==> src/rtl/cannon_sequencer_pkg.sv <==
// Shared definitions for the Cannon matrix-multiply sequencer.
//   - Array command codes driven on cmd.
//   - Sequencer step encodings and handshake phase encodings.
package cannon_sequencer_pkg;

    localparam logic [2:0] CMD_MULT   = 3'b000;
    localparam logic [2:0] CMD_UP     = 3'b001;
    localparam logic [2:0] CMD_DOWN   = 3'b010;
    localparam logic [2:0] CMD_LEFT   = 3'b011;
    localparam logic [2:0] CMD_RIGHT  = 3'b100;
    localparam logic [2:0] CMD_LOADAB = 3'b101;
    localparam logic [2:0] CMD_LOADS  = 3'b110;
    localparam logic [2:0] CMD_RST    = 3'b111;

    typedef enum logic [2:0] {
        SEQ_IDLE,
        SEQ_LOAD,
        SEQ_CLEAR,
        SEQ_SKEW,
        SEQ_ROUND,
        SEQ_DONE
    } seq_state_t;

    typedef enum logic [1:0] {
        PH_IDLE,
        PH_ISSUE,
        PH_ACK,
        PH_DRAIN
    } hs_phase_t;

endpackage

==> src/rtl/cannon_sequencer_cmd_handshake.sv <==
// Three-phase ready/ack handshake for one array command, with watchdog.
// Ports:
//   CLK, reset_n   clock, synchronous active-low reset
//   go             launch a command (from idle, or on the cycle cmd_done fires)
//   abort          give up while waiting in ISSUE
//   ready_all      combined ready from the array
//   cmd_valid      high in ISSUE
//   ack            high in ACK (one cycle per pass through ACK)
//   cmd_done       pulse: handshake closed normally (ready_all fell in DRAIN)
//   cmd_fail       pulse: ACK of an aborted or timed-out handshake; phase returns idle
//   timeout        pulse: watchdog hit its terminal count
//
// phase    | meaning
// PH_IDLE  | no command in flight
// PH_ISSUE | cmd_valid high, waiting for ready_all
// PH_ACK   | one-cycle acknowledge
// PH_DRAIN | waiting for ready_all to fall
module cmd_handshake
    import cannon_sequencer_pkg::*;
#(
    parameter int TIMEOUT = 255
) (
    input  logic CLK,
    input  logic reset_n,
    input  logic go,
    input  logic abort,
    input  logic ready_all,
    output logic cmd_valid,
    output logic ack,
    output logic cmd_done,
    output logic cmd_fail,
    output logic timeout
);

    localparam logic [7:0] WD_LOAD = 8'(TIMEOUT);

    hs_phase_t  phase, phase_nxt;
    logic [7:0] wd, wd_nxt;
    logic       fail_q, fail_nxt;

    always_ff @(posedge CLK) begin
        if (!reset_n) begin
            phase  <= PH_IDLE;
            wd     <= '0;
            fail_q <= 1'b0;
        end else begin
            phase  <= phase_nxt;
            wd     <= wd_nxt;
            fail_q <= fail_nxt;
        end
    end

    // Watchdog is a down-counter reloaded on every phase entry; reaching zero
    // while still waiting takes the abnormal ACK path.
    always_comb begin
        phase_nxt = phase;
        wd_nxt    = wd;
        fail_nxt  = fail_q;
        cmd_valid = 1'b0;
        ack       = 1'b0;
        cmd_done  = 1'b0;
        cmd_fail  = 1'b0;
        timeout   = 1'b0;
        case (phase)
            PH_IDLE: begin
                if (go) begin
                    phase_nxt = PH_ISSUE;
                    wd_nxt    = WD_LOAD;
                end
            end
            PH_ISSUE: begin
                cmd_valid = 1'b1;
                if (abort) begin
                    phase_nxt = PH_ACK;
                    fail_nxt  = 1'b1;
                end else if (ready_all) begin
                    phase_nxt = PH_ACK;
                    fail_nxt  = 1'b0;
                end else if (wd == 8'd0) begin
                    phase_nxt = PH_ACK;
                    fail_nxt  = 1'b1;
                    timeout   = 1'b1;
                end else begin
                    wd_nxt = wd - 8'd1;
                end
            end
            PH_ACK: begin
                ack = 1'b1;
                if (fail_q) begin
                    cmd_fail  = 1'b1;
                    fail_nxt  = 1'b0;
                    phase_nxt = PH_IDLE;
                end else begin
                    phase_nxt = PH_DRAIN;
                    wd_nxt    = WD_LOAD;
                end
            end
            PH_DRAIN: begin
                if (!ready_all) begin
                    // Chaining straight into the next ISSUE keeps a command at 3 cycles.
                    cmd_done = 1'b1;
                    if (go) begin
                        phase_nxt = PH_ISSUE;
                        wd_nxt    = WD_LOAD;
                    end else begin
                        phase_nxt = PH_IDLE;
                    end
                end else if (wd == 8'd0) begin
                    phase_nxt = PH_ACK;
                    fail_nxt  = 1'b1;
                    timeout   = 1'b1;
                end else begin
                    wd_nxt = wd - 8'd1;
                end
            end
            default: phase_nxt = PH_IDLE;
        endcase
    end

endmodule

==> src/rtl/cannon_sequencer.sv <==
// Scheduler for the N x N message_passer array running Cannon's multiply:
// load, clear accumulators, skew, then N multiply/rotate rounds.
// Ports:
//   CLK, reset_n     clock, synchronous active-low reset
//   start, abort     run control (start sampled only in IDLE; abort wins)
//   ready_all        combined ready from the enabled passers
//   cmd, cmd_valid   array command and its valid
//   image_to_shift   0 = shift A, 1 = shift B
//   ack              one-cycle acknowledge
//   row_en, col_en   per-row / per-column enables
//   s_zero           high during CLEAR
//   busy, done       run in progress / one-cycle completion pulse
//   error            sticky watchdog flag, cleared on accepted start
//   round            multiply rounds completed this run (saturates at N)
//
// state     | meaning
// SEQ_IDLE  | waiting for start
// SEQ_LOAD  | load A and B (all masks)
// SEQ_CLEAR | zero accumulators
// SEQ_SKEW  | skew step k: sub 0 = A left, sub 1 = B up, masked by k
// SEQ_ROUND | round r: sub 0 = multiply, sub 1 = A left, sub 2 = B up
// SEQ_DONE  | one-cycle done pulse
module cannon_sequencer
    import cannon_sequencer_pkg::*;
#(
    parameter int N       = 4,
    parameter int TIMEOUT = 255
) (
    input  logic                     CLK,
    input  logic                     reset_n,
    input  logic                     start,
    input  logic                     abort,
    input  logic                     ready_all,
    output logic [2:0]               cmd,
    output logic                     cmd_valid,
    output logic                     image_to_shift,
    output logic                     ack,
    output logic [N-1:0]             row_en,
    output logic [N-1:0]             col_en,
    output logic                     s_zero,
    output logic                     busy,
    output logic                     done,
    output logic                     error,
    output logic [$clog2(N+1)-1:0]   round
);

    localparam int KW = $clog2(N);
    localparam int RW = $clog2(N+1);
    localparam logic [KW-1:0] K_LAST    = KW'(N - 1);
    localparam logic [RW-1:0] ROUND_MAX = RW'(N);
    localparam logic [N-1:0]  ALL_ONES  = {N{1'b1}};

    seq_state_t    state, state_nxt;
    logic [KW-1:0] k, k_nxt;
    logic [KW-1:0] r, r_nxt;
    logic [1:0]    sub, sub_nxt;
    logic [RW-1:0] round_q, round_nxt;
    logic          error_q, error_nxt;
    logic          abort_pend, abort_nxt;
    logic [N-1:0]  skew_mask;
    logic          go;
    logic          hs_done, hs_fail, hs_timeout;

    cmd_handshake #(.TIMEOUT(TIMEOUT)) u_hs (
        .CLK       (CLK),
        .reset_n   (reset_n),
        .go        (go),
        .abort     (abort),
        .ready_all (ready_all),
        .cmd_valid (cmd_valid),
        .ack       (ack),
        .cmd_done  (hs_done),
        .cmd_fail  (hs_fail),
        .timeout   (hs_timeout)
    );

    // Skew step k leaves the first k rows/columns untouched.
    always_comb begin
        skew_mask = '0;
        for (int i = 0; i < N; i++) begin
            skew_mask[i] = (i >= int'(k));
        end
    end

    always_ff @(posedge CLK) begin
        if (!reset_n) begin
            state      <= SEQ_IDLE;
            k          <= '0;
            r          <= '0;
            sub        <= '0;
            round_q    <= '0;
            error_q    <= 1'b0;
            abort_pend <= 1'b0;
        end else begin
            state      <= state_nxt;
            k          <= k_nxt;
            r          <= r_nxt;
            sub        <= sub_nxt;
            round_q    <= round_nxt;
            error_q    <= error_nxt;
            abort_pend <= abort_nxt;
        end
    end

    always_comb begin
        state_nxt      = state;
        k_nxt          = k;
        r_nxt          = r;
        sub_nxt        = sub;
        round_nxt      = round_q;
        error_nxt      = error_q | hs_timeout;
        abort_nxt      = abort_pend;
        go             = 1'b0;
        cmd            = CMD_MULT;
        image_to_shift = 1'b0;
        row_en         = '0;
        col_en         = '0;
        s_zero         = 1'b0;
        busy           = 1'b0;
        done           = 1'b0;

        case (state)
            SEQ_IDLE: begin
                abort_nxt = 1'b0;
                if (start && !abort) begin
                    state_nxt = SEQ_LOAD;
                    k_nxt     = '0;
                    r_nxt     = '0;
                    sub_nxt   = '0;
                    round_nxt = '0;
                    error_nxt = 1'b0;
                    go        = 1'b1;
                end
            end
            SEQ_DONE: begin
                done      = 1'b1;
                state_nxt = SEQ_IDLE;
            end
            default: begin
                busy   = 1'b1;
                row_en = ALL_ONES;
                col_en = ALL_ONES;
                // Abort seen in ACK/DRAIN is held until the handshake closes.
                if (abort) abort_nxt = 1'b1;

                case (state)
                    SEQ_LOAD:  cmd = CMD_LOADAB;
                    SEQ_CLEAR: begin
                        cmd    = CMD_LOADS;
                        s_zero = 1'b1;
                    end
                    SEQ_SKEW: begin
                        if (sub == 2'd0) begin
                            cmd    = CMD_LEFT;
                            row_en = skew_mask;
                        end else begin
                            cmd            = CMD_UP;
                            image_to_shift = 1'b1;
                            col_en         = skew_mask;
                        end
                    end
                    SEQ_ROUND: begin
                        if (sub == 2'd1) begin
                            cmd = CMD_LEFT;
                        end else if (sub == 2'd2) begin
                            cmd            = CMD_UP;
                            image_to_shift = 1'b1;
                        end
                    end
                    default: ;
                endcase

                if (hs_fail) begin
                    state_nxt = SEQ_IDLE;
                end else if (hs_done) begin
                    case (state)
                        SEQ_LOAD:  state_nxt = SEQ_CLEAR;
                        SEQ_CLEAR: begin
                            state_nxt = SEQ_SKEW;
                            k_nxt     = KW'(1);
                            sub_nxt   = 2'd0;
                        end
                        SEQ_SKEW: begin
                            if (sub == 2'd0) begin
                                sub_nxt = 2'd1;
                            end else if (k == K_LAST) begin
                                state_nxt = SEQ_ROUND;
                                r_nxt     = '0;
                                sub_nxt   = 2'd0;
                            end else begin
                                k_nxt   = k + KW'(1);
                                sub_nxt = 2'd0;
                            end
                        end
                        SEQ_ROUND: begin
                            if (sub == 2'd0) begin
                                if (round_q != ROUND_MAX) round_nxt = round_q + RW'(1);
                                if (r == K_LAST) state_nxt = SEQ_DONE;
                                else             sub_nxt   = 2'd1;
                            end else if (sub == 2'd1) begin
                                sub_nxt = 2'd2;
                            end else begin
                                sub_nxt = 2'd0;
                                r_nxt   = r + KW'(1);
                            end
                        end
                        default: state_nxt = SEQ_IDLE;
                    endcase
                    if (abort || abort_pend) state_nxt = SEQ_IDLE;
                    go = (state_nxt != SEQ_IDLE) && (state_nxt != SEQ_DONE);
                end
            end
        endcase
    end

    assign round = round_q;
    assign error = error_q;

endmodule
==> config.mk <==
export PLATFORM = sky130hd
export DESIGN_NAME = cannon_sequencer
export DESIGN_NICKNAME = d
export VERILOG_FILES = /design/src/rtl/cannon_sequencer_pkg.sv /design/src/rtl/cannon_sequencer_cmd_handshake.sv /design/src/rtl/cannon_sequencer.sv
export SDC_FILE = /design/constraint.sdc
export NUM_CORES = 1
export LEC_CHECK = 0
export CAP_MARGIN = 20
export CORE_MARGIN = 3
export CORE_UTILIZATION = 40
export CTS_BUF_LIST = sky130_fd_sc_hd__clkbuf_16
export DETAILED_ROUTE_END_ITERATION = 10
export GPL_ROUTABILITY_DRIVEN = 0
export HOLD_SLACK_MARGIN = 0.15
export SYNTH_ARGS = -nofsm -noshare
export SYNTH_HDL_FRONTEND = slang
export SYNTH_SLANG_ARGS = --single-unit
==> constraint.sdc <==
create_clock -name CLK -period 3.1 [get_ports CLK]
set_input_delay 0.465 -clock CLK [delete_from_list [all_inputs] [get_ports CLK]]
set_output_delay 0.465 -clock CLK [all_outputs]
set_load 0.005 [all_outputs]
==> metrics.log, run 1 <==
INFO  metric run_status = finished, final reports clean
INFO  metric clk_latency = ~0.26 ns
INFO  metric cts.repair.resized = 0
INFO  metric fin_worst_skew = roughly 0.0016 ns
INFO  metric min_period_over_period = between 80% and 90%
INFO  metric ys_seq_elements = 25
INFO  metric worstPathBufferInverterCount = 2
INFO  metric seq_area_frac_synth = ~29%
INFO  metric drt_first_iter_violations = roughly 100
INFO  metric iteration_count_of_the_initial_detailed_routing_pass = 4
INFO  metric final_antenna_net_count = 0
INFO  metric timing.critical_path.from_type = flip-flop
INFO  metric numCtsBuffers = 3
INFO  metric timing.setup.critical_path_class = flip-flop to primary output
INFO  metric place.detailed.hpwl = about 3.2 mm
INFO  metric worstPathMaxFanout = 16
INFO  metric synthDominantAreaCellType = dfxtp_1
INFO  metric yosys_warnings = 0
INFO  metric leakagePower = roughly 0.8 nW
INFO  metric synth_cell_type_count = 48
INFO  metric power.net_switching = between 0.3 and 0.4 mW
INFO  metric intPower = roughly 0.67 mW
INFO  metric final_max_slew_viol_count = 0
INFO  metric antenna_cells = 0
INFO  metric final_setup_violation_count = 0
INFO  metric route.detailed.drc = 0
INFO  metric clock_sinks = 25
INFO  metric cts_htree_levels = 1
INFO  metric clock_power_share = between 20% and 30%
INFO  metric power.density = roughly 480 nW/um2
INFO  metric hold_viol_final = 0
INFO  metric globalRouteTotalUtil = 17.47%
INFO  metric cts-root-to-sink-buffers = 2
INFO  metric post_synth.cell_area_avg = between 7 and 8 um2
INFO  metric syn_nets = ~260
INFO  metric critPathRequiredTime = between 2 and 3 ns
INFO  metric setup-tns-final = 0 ns
INFO  metric synth_enable_flop_cells = 0
INFO  metric avgViaCountPerCell = approximately 5.6
INFO  metric ios = 26
INFO  metric core_area = around 4100 um2
INFO  metric timing.critical_path.slowest_cell_delay = 0.47 ns
INFO  metric timing.hold.worst.class = flip-flop to flip-flop
INFO  metric num-nets-final = 279
INFO  metric worst_setup_path_end_kind = primary output
INFO  metric place_area = between 2000 and 2500 um2
INFO  metric post_route_cells_drive_above_1_share = 6.513%
INFO  metric unrepaired_setup_endpoints_after_global_routing = false
INFO  metric placement_rows = 23
INFO  metric grt_start_max_net_pins = 17
INFO  metric port_buffers = 25
INFO  metric drt-total-wl = about 4.3 mm
INFO  metric clk_pin_slew = ~0.07 ns
INFO  metric fillers = between 400 and 500
INFO  metric cts.root.buffer_cell = clkbuf_16
INFO  metric floorplan.die.width = about 72 um
INFO  metric cp.arrival = about 2.1 ns
INFO  metric global_route.overflow_total = 0
INFO  metric average_wire_per_standard_cell = approximately 14 um
INFO  metric initial_antenna_violation_count = 0
INFO  metric initial_utilization = a little over two fifths
INFO  metric syn_area = 1743 um2
INFO  metric vdd_ir_drop_max = ~250 uV
INFO  metric p_sw_share = between 30% and 40%
INFO  metric finish.instance_area = ~2100 um2
INFO  metric ys.flop_type = dfxtp_1
INFO  metric worstMarginPinSlew = between 0.6 and 0.7 ns
INFO  metric number_of_buffers_inserted_to_repair_setup_after_cts = 0
INFO  metric combPwrFrac = 30.0%
INFO  metric cts_tree = built
INFO  metric post_synth_main_area_contributors = dfxtp_1 29%, ha_1 8.6%, a21oi_1 8.3%
INFO  metric grt_pass1_vias = around 1,600
INFO  metric netlist.area_leader.share = between 20% and 30%
INFO  metric top_cell_family_by_delay_on_the_critical_path = buffers and inverters
INFO  metric relSlewSlack = 55.78%
INFO  metric route.vias.total = between 1,500 and 2,000
INFO  metric count_of_hold_fix_buffers_inserted_at_cts = 0
INFO  metric grt_first_pass_wirelength = 7.341 mm
INFO  metric area_growth_syn_to_layout = 21.61%
INFO  metric yosys.cell_count.top_type = a21oi_1
INFO  metric maxClockFrequency = 385.9 MHz
INFO  metric syn_inst = about 240
INFO  metric crit_path_cell_trace = or2_2, a21oi_1, inv_1, clkdlybuf4s50_1
INFO  metric seqPwrFrac = 40.9%
INFO  metric layout_min_cycle_time = 2.592 ns
INFO  metric post_synth_most_frequent_cells = 29 x a21oi_1, 27 x o21ai_0, 26 x nor2_1
INFO  metric synth-async-reset-ratio = 0%
INFO  metric chipHeight = between 70 and 80 um
INFO  metric drv_cap = 0
INFO  metric dieArea = roughly 5200 um2
INFO  metric cpMaxStageDelayCell = clkdlybuf4s50_1
==> kinds of logic (layout without fill, tap and decap cells) <==
logic type | after synthesis | after routing | synth area share (%)
xor+xnor | 2 | 2 | 1.005
mux | 1 | 1 | 0.6460
flops | 25 | 25 | 28.72
buf+inv | 23 | 46 | 5.456
compound gates | 85 | 85 | 28.57
simple gates | 90 | 90 | 26.99
fa+ha+maj | 12 | 12 | 8.614
==> per-layer routing <==
metal	share of wire (%)	track usage, %	vias to the layer above
met5	0	0	-
met4	1.2	5.637	0
met3	4.5	2.078	5
met2	42	26.63	45
met1	53	25.55	793
li1	-	-	904
==> final cells by class <==
| cell class | count | area [um2] | share of cell area [%] |
|---|---|---|---|
| well taps | 50 | 62.56 | 2.952 |
| flip-flops and latches | 25 | 500.5 | 23.61 |
| inverters | 13 | 48.80 | 2.302 |
| multi-input cells | 190 | 1147 | 54.13 |
| clock inverters | 1 | 5.005 | 0.2361 |
| clock buffers | 3 | 75.07 | 3.542 |
| repair buffers | 29 | 280.3 | 13.22 |
==> flip-flops by register name, summed over array words and instances (netlist names) <==
name         count
round            3
u_hs.wd          8
state            3
abort_pend       1
sub              2
r                2
error            1
u_hs.phase       2
u_hs.fail_q      1
k                2
==> worst register-to-register path, delay by kind of cell, from the launching register on <==
family	cells	cell delay [ns]
flip-flops	1	0.42
multiplexers	1	0.38
AND/OR/NAND/NOR	3	0.55
AO/OA/AOI/OAI	1	0.38
buffers and inverters	1	0.23
==> layout by cell type, fill, tap and decap left out, types with 5 or more instances in the layout <==
| master | n |
|---|---|
| dfxtp_1 | 25 |
| nand2_1 | 22 |
| inv_1 | 13 |
| ha_1 | 12 |
| nor3_1 | 5 |
| o21ai_0 | 27 |
| nor2b_1 | 6 |
| clkdlybuf4s50_1 | 25 |
| nor2_1 | 26 |
| a31oi_1 | 7 |
| a21oi_1 | 29 |
==> worst paths after layout <==
path | start | end | slack [ns] | cells after the start
worst min register to register | r[1] | r[1] | 0.47 | 2
worst max-delay path | state[0] | col_en[3] | 0.51 | 4
worst max register to register | state[2] | k[1] | 1.08 | 6
worst min-delay path | r[1] | r[1] | 0.47 | 2
==> stage by stage <==
stage / util (%) / std cells / setup WS, ns / power (mW) / hold WS (ns)
2_1_floorplan: - / 238 / 1.143 / 0.6303 / 0.4355
6_report: 51.51 / 311 / 0.5084 / 1.018 / 0.4704
5_1_grt: 51.51 / 311 / 0.3122 / 1.085 / 0.4894
3_5_place_dp: 49.56 / 307 / 0.6857 / 0.7294 / 0.4610
3_3_place_gp: 49.56 / 307 / 0.7199 / 0.7299 / 0.4529
4_1_cts: 51.51 / 311 / 0.5098 / 1.028 / 0.4710
==> power groups by stage <==
stage          logic [mW]  clock network [mW]  registers (mW)
2_1_floorplan       0.226                   0           0.404
3_3_place_gp        0.307                   0           0.423
3_5_place_dp        0.307                   0           0.422
4_1_cts             0.309               0.305           0.415
5_1_grt             0.346               0.315           0.424
6_report            0.305               0.296           0.416
Power figures use the tool's default switching activity.
==> inputs of run 2 (changes only) <==
==> constraint.sdc (replaced) <==
create_clock -name CLK -period 2.25 [get_ports CLK]
set_input_delay 0.3375 -clock CLK [delete_from_list [all_inputs] [get_ports CLK]]
set_output_delay 0.3375 -clock CLK [all_outputs]
set_load 0.005 [all_outputs]
==> run 2 against run 1 <==
  * Hold slack worse by 0.0061 ns
  * Power rose by 41%
  * Global-route usage grew 0.21 points
  * Clock skew is 0.0021 ns higher
  * Register-to-register slack got worse by 0.70 ns
  * Cell count increased by 3.5%
  * Non-clock buffer count rose by 11
  * Critical path depth is 1 higher
  * Sequential cell count unchanged
  * Critical endpoint is now row_en[0]
  * Worst setup slack got worse by 0.40 ns
==> metrics.log, run 2 (synthesis gave the netlist of run 1 again) <==
INFO  metric fillers = 413 (was 417)
INFO  metric post_route_core_utilization = 53.91% (was 51.51%)
INFO  metric regToRegStartpoint = u_hs.wd[0] (was state[2])
INFO  metric area_growth_syn_to_layout = 27.28% (was 21.61%)
INFO  metric final_setup_violation_count = 0 (unchanged)
INFO  metric worstMarginPinSlew = 0.4443 ns (was 0.6634 ns)
INFO  metric leakagePower = 0.8648 nW (was 0.8118 nW)
INFO  metric avgViaCountPerCell = 5.652 (was 5.617)
INFO  metric run_status = finished, final reports clean (unchanged)
INFO  metric p_sw_share = 33.75% (was 34.09%)
INFO  metric clk_latency = 0.26 ns (about the same)
INFO  metric vdd_ir_drop_max = 421.8 uV (was 249.8 uV)
INFO  metric route.vias.total = 1,820 (was 1,747)
INFO  metric r2r_end = u_hs.wd[5] (was k[1])
INFO  metric global_route.overflow_total = 0 (unchanged)
INFO  metric timing.setup.critical_path_class = flip-flop to primary output (unchanged)
INFO  metric totalPowerFinal = 1.432 mW (was 1.018 mW)
INFO  metric cp.arrival = 1.80 ns (was 2.13 ns)
INFO  metric maxClockFrequency = approximately 470 MHz
INFO  metric route.detailed.drc = 0 (unchanged)
INFO  metric unrepaired_setup_endpoints_after_global_routing = false (unchanged)
INFO  metric cts-root-to-sink-buffers = 2 (unchanged)
INFO  metric layout_min_cycle_time = 2.141 ns
INFO  metric power.net_switching = 0.4833 mW (was 0.3469 mW)
INFO  metric worstPathMaxFanout = 8 (was 16)
INFO  metric clock_power_share = 27.8% (was 29.1%)
INFO  metric floorplan.die.width = 72.01 um (unchanged)
INFO  metric core_area = 4115 um2 (unchanged)
INFO  metric chipHeight = 72.01 um (unchanged)
INFO  metric layout.cells.most_common_list = 29 x a21oi_1, 27 x o21ai_0, 25 x nor2_1, 25 x clkdlybuf4s50_1, 23 x dfxtp_1 (was 29 x a21oi_1, 27 x o21ai_0, 26 x nor2_1, 25 x dfxtp_1, 25 x clkdlybuf4s50_1)
INFO  metric worst_min_delay_path_startpoint = r[1] (unchanged)
INFO  metric largest-register = u_hs.wd (unchanged)
INFO  metric finish.instance_area = 2218 um2 (was 2120 um2)
INFO  metric globalRouteTotalUtil = 17.68% (was 17.47%)
INFO  metric final_max_slew_viol_count = 0 (unchanged)
INFO  metric clk_pin_slew = 0.06 ns (was 0.07 ns)
INFO  metric seqPwrFrac = 40.0% (was 40.9%)
INFO  metric number_of_buffers_inserted_to_repair_setup_after_cts = 0 (unchanged)
INFO  metric average_wire_per_standard_cell = 13.89 um (was 13.98 um)
INFO  metric hold-path-cell-count = 2 (unchanged)
INFO  metric dieArea = 5185 um2 (unchanged)
INFO  metric worstHoldEndpoint = r[1] (unchanged)
INFO  metric instances_no_fill = 322 (was 311)
INFO  metric grt_pass1_vias = 1,565 (was 1,606)
INFO  metric grt_first_pass_wirelength = 7.389 mm (was 7.341 mm)
INFO  metric ios = 26 (unchanged)
INFO  metric place_area = 2122 um2 (was 2039 um2)
INFO  metric reg2reg_setup_slack = 0.38 ns (was 1.08 ns)
INFO  metric initial_utilization = 42.35% (unchanged)
INFO  metric relSlewSlack = 70.15% (was 55.78%)
INFO  metric setup-tns-final = 0 ns (unchanged)
INFO  metric cts_htree_levels = 1 (unchanged)
INFO  metric hold_viol_final = 0 (unchanged)
INFO  metric largest_reg_flops = 8 (unchanged)
INFO  metric critPathRequiredTime = 1.91 ns (was 2.63 ns)
INFO  metric timing.critical_path.from_type = flip-flop (unchanged)
INFO  metric layout.cells.most_common = a21oi_1 (unchanged)
INFO  metric timing.hold.worst.class = flip-flop to flip-flop (unchanged)
INFO  metric cts.root.buffer_cell = clkbuf_16 (unchanged)
INFO  metric dp.cells = 318 (was 307)
INFO  metric worst_setup_path_end_kind = primary output (unchanged)
INFO  metric clock_sinks = 25 (unchanged)
INFO  metric drt_first_iter_violations = 106 (was 101)
INFO  metric cts_tree = built (unchanged)
INFO  metric post_route_cells_drive_above_1_share = 11.76% (was 6.513%)
INFO  metric cts.repair.resized = 2 (was 0)
INFO  metric fin_worst_skew = 0.003745 ns (was 0.001621 ns)
INFO  metric final_antenna_net_count = 0 (unchanged)
INFO  metric num-nets-final = 290 (was 279)
INFO  metric place.detailed.hpwl = 3.319 mm (was 3.152 mm)
INFO  metric combPwrFrac = 32.2% (was 30.0%)
INFO  metric drv_cap = 0 (unchanged)
INFO  metric intPower = 0.9486 mW (was 0.6707 mW)
INFO  metric initial_antenna_violation_count = 0 (unchanged)
INFO  metric numCtsBuffers = 3 (unchanged)
INFO  metric drt-total-wl = 4.472 mm (was 4.347 mm)
INFO  metric min_period_over_period = 95.17%
INFO  metric port_buffers = 25 (unchanged)
INFO  metric power.density = 645.5 nW/um2 (was 480.1 nW/um2)
INFO  metric count_of_hold_fix_buffers_inserted_at_cts = 0 (unchanged)
INFO  metric antenna_cells = 0 (unchanged)
INFO  metric grt_start_max_net_pins = 15 (was 17)
INFO  metric iteration_count_of_the_initial_detailed_routing_pass = 5 (was 4)
INFO  metric placement_rows = 23 (unchanged)
INFO  metric timing.reg2reg.worst_path_depth = 6 (unchanged)
==> run 2: cell type report <==
type                       count  area [um2]  area share [%]
clock buffer                   3       75.07           3.384
clock inverter                 1       3.754          0.1692
inverter                      13       48.80           2.200
multi-input combinational    190        1160           52.28
sequential                    25       505.5           22.79
tap                           50       62.56           2.820
timing repair buffer          40       362.8           16.36
==> run 2: power by group through the flow <==
stage | logic (mW) | registers [mW] | clock network [mW]
finish | 0.461 | 0.573 | 0.398
global route | 0.510 | 0.584 | 0.424
CTS | 0.458 | 0.571 | 0.412
detailed placement | 0.457 | 0.581 | 0
global placement | 0.457 | 0.581 | 0
floorplan | 0.312 | 0.557 | 0
==> run 2: worst max-delay path by stage <==
stage             start        end  cells past startpoint
2_1_floorplan  state[2]  col_en[3]                      6
3_3_place_gp      abort       k[1]                      6
3_5_place_dp      abort       k[1]                      6
4_1_cts        state[0]  col_en[1]                      5
5_1_grt          sub[1]     cmd[1]                      5
6_report         sub[0]  row_en[0]                      5
==> run 2: routing by layer <==
metal | up-vias | share of wire (%) | GRT usage, %
li1 | 920 | - | -
met1 | 835 | 52 | 27.04
met2 | 56 | 42 | 24.59
met3 | 9 | 4.5 | 2.909
met4 | 0 | 1.8 | 6.472
met5 | - | 0 | 0
==> run 2: stage by stage <==
stage / setup WS (ns) / hold WS [ns]
floorplan: 0.4200 / 0.4355
global placement: 0.2006 / 0.4482
detailed placement: 0.1612 / 0.4572
CTS: 0.009336 / 0.4663
global route: 0.01449 / 0.4839
finish: 0.1086 / 0.4643
==> run 2: worst max-delay path, cell delays in order (launching register included) <==
cell and delay (ns):
dfxtp_1 0.33, inv_1 0.09, ha_2 0.26, and3_1 0.21, a21oi_1 0.14, clkdlybuf4s50_1 0.51
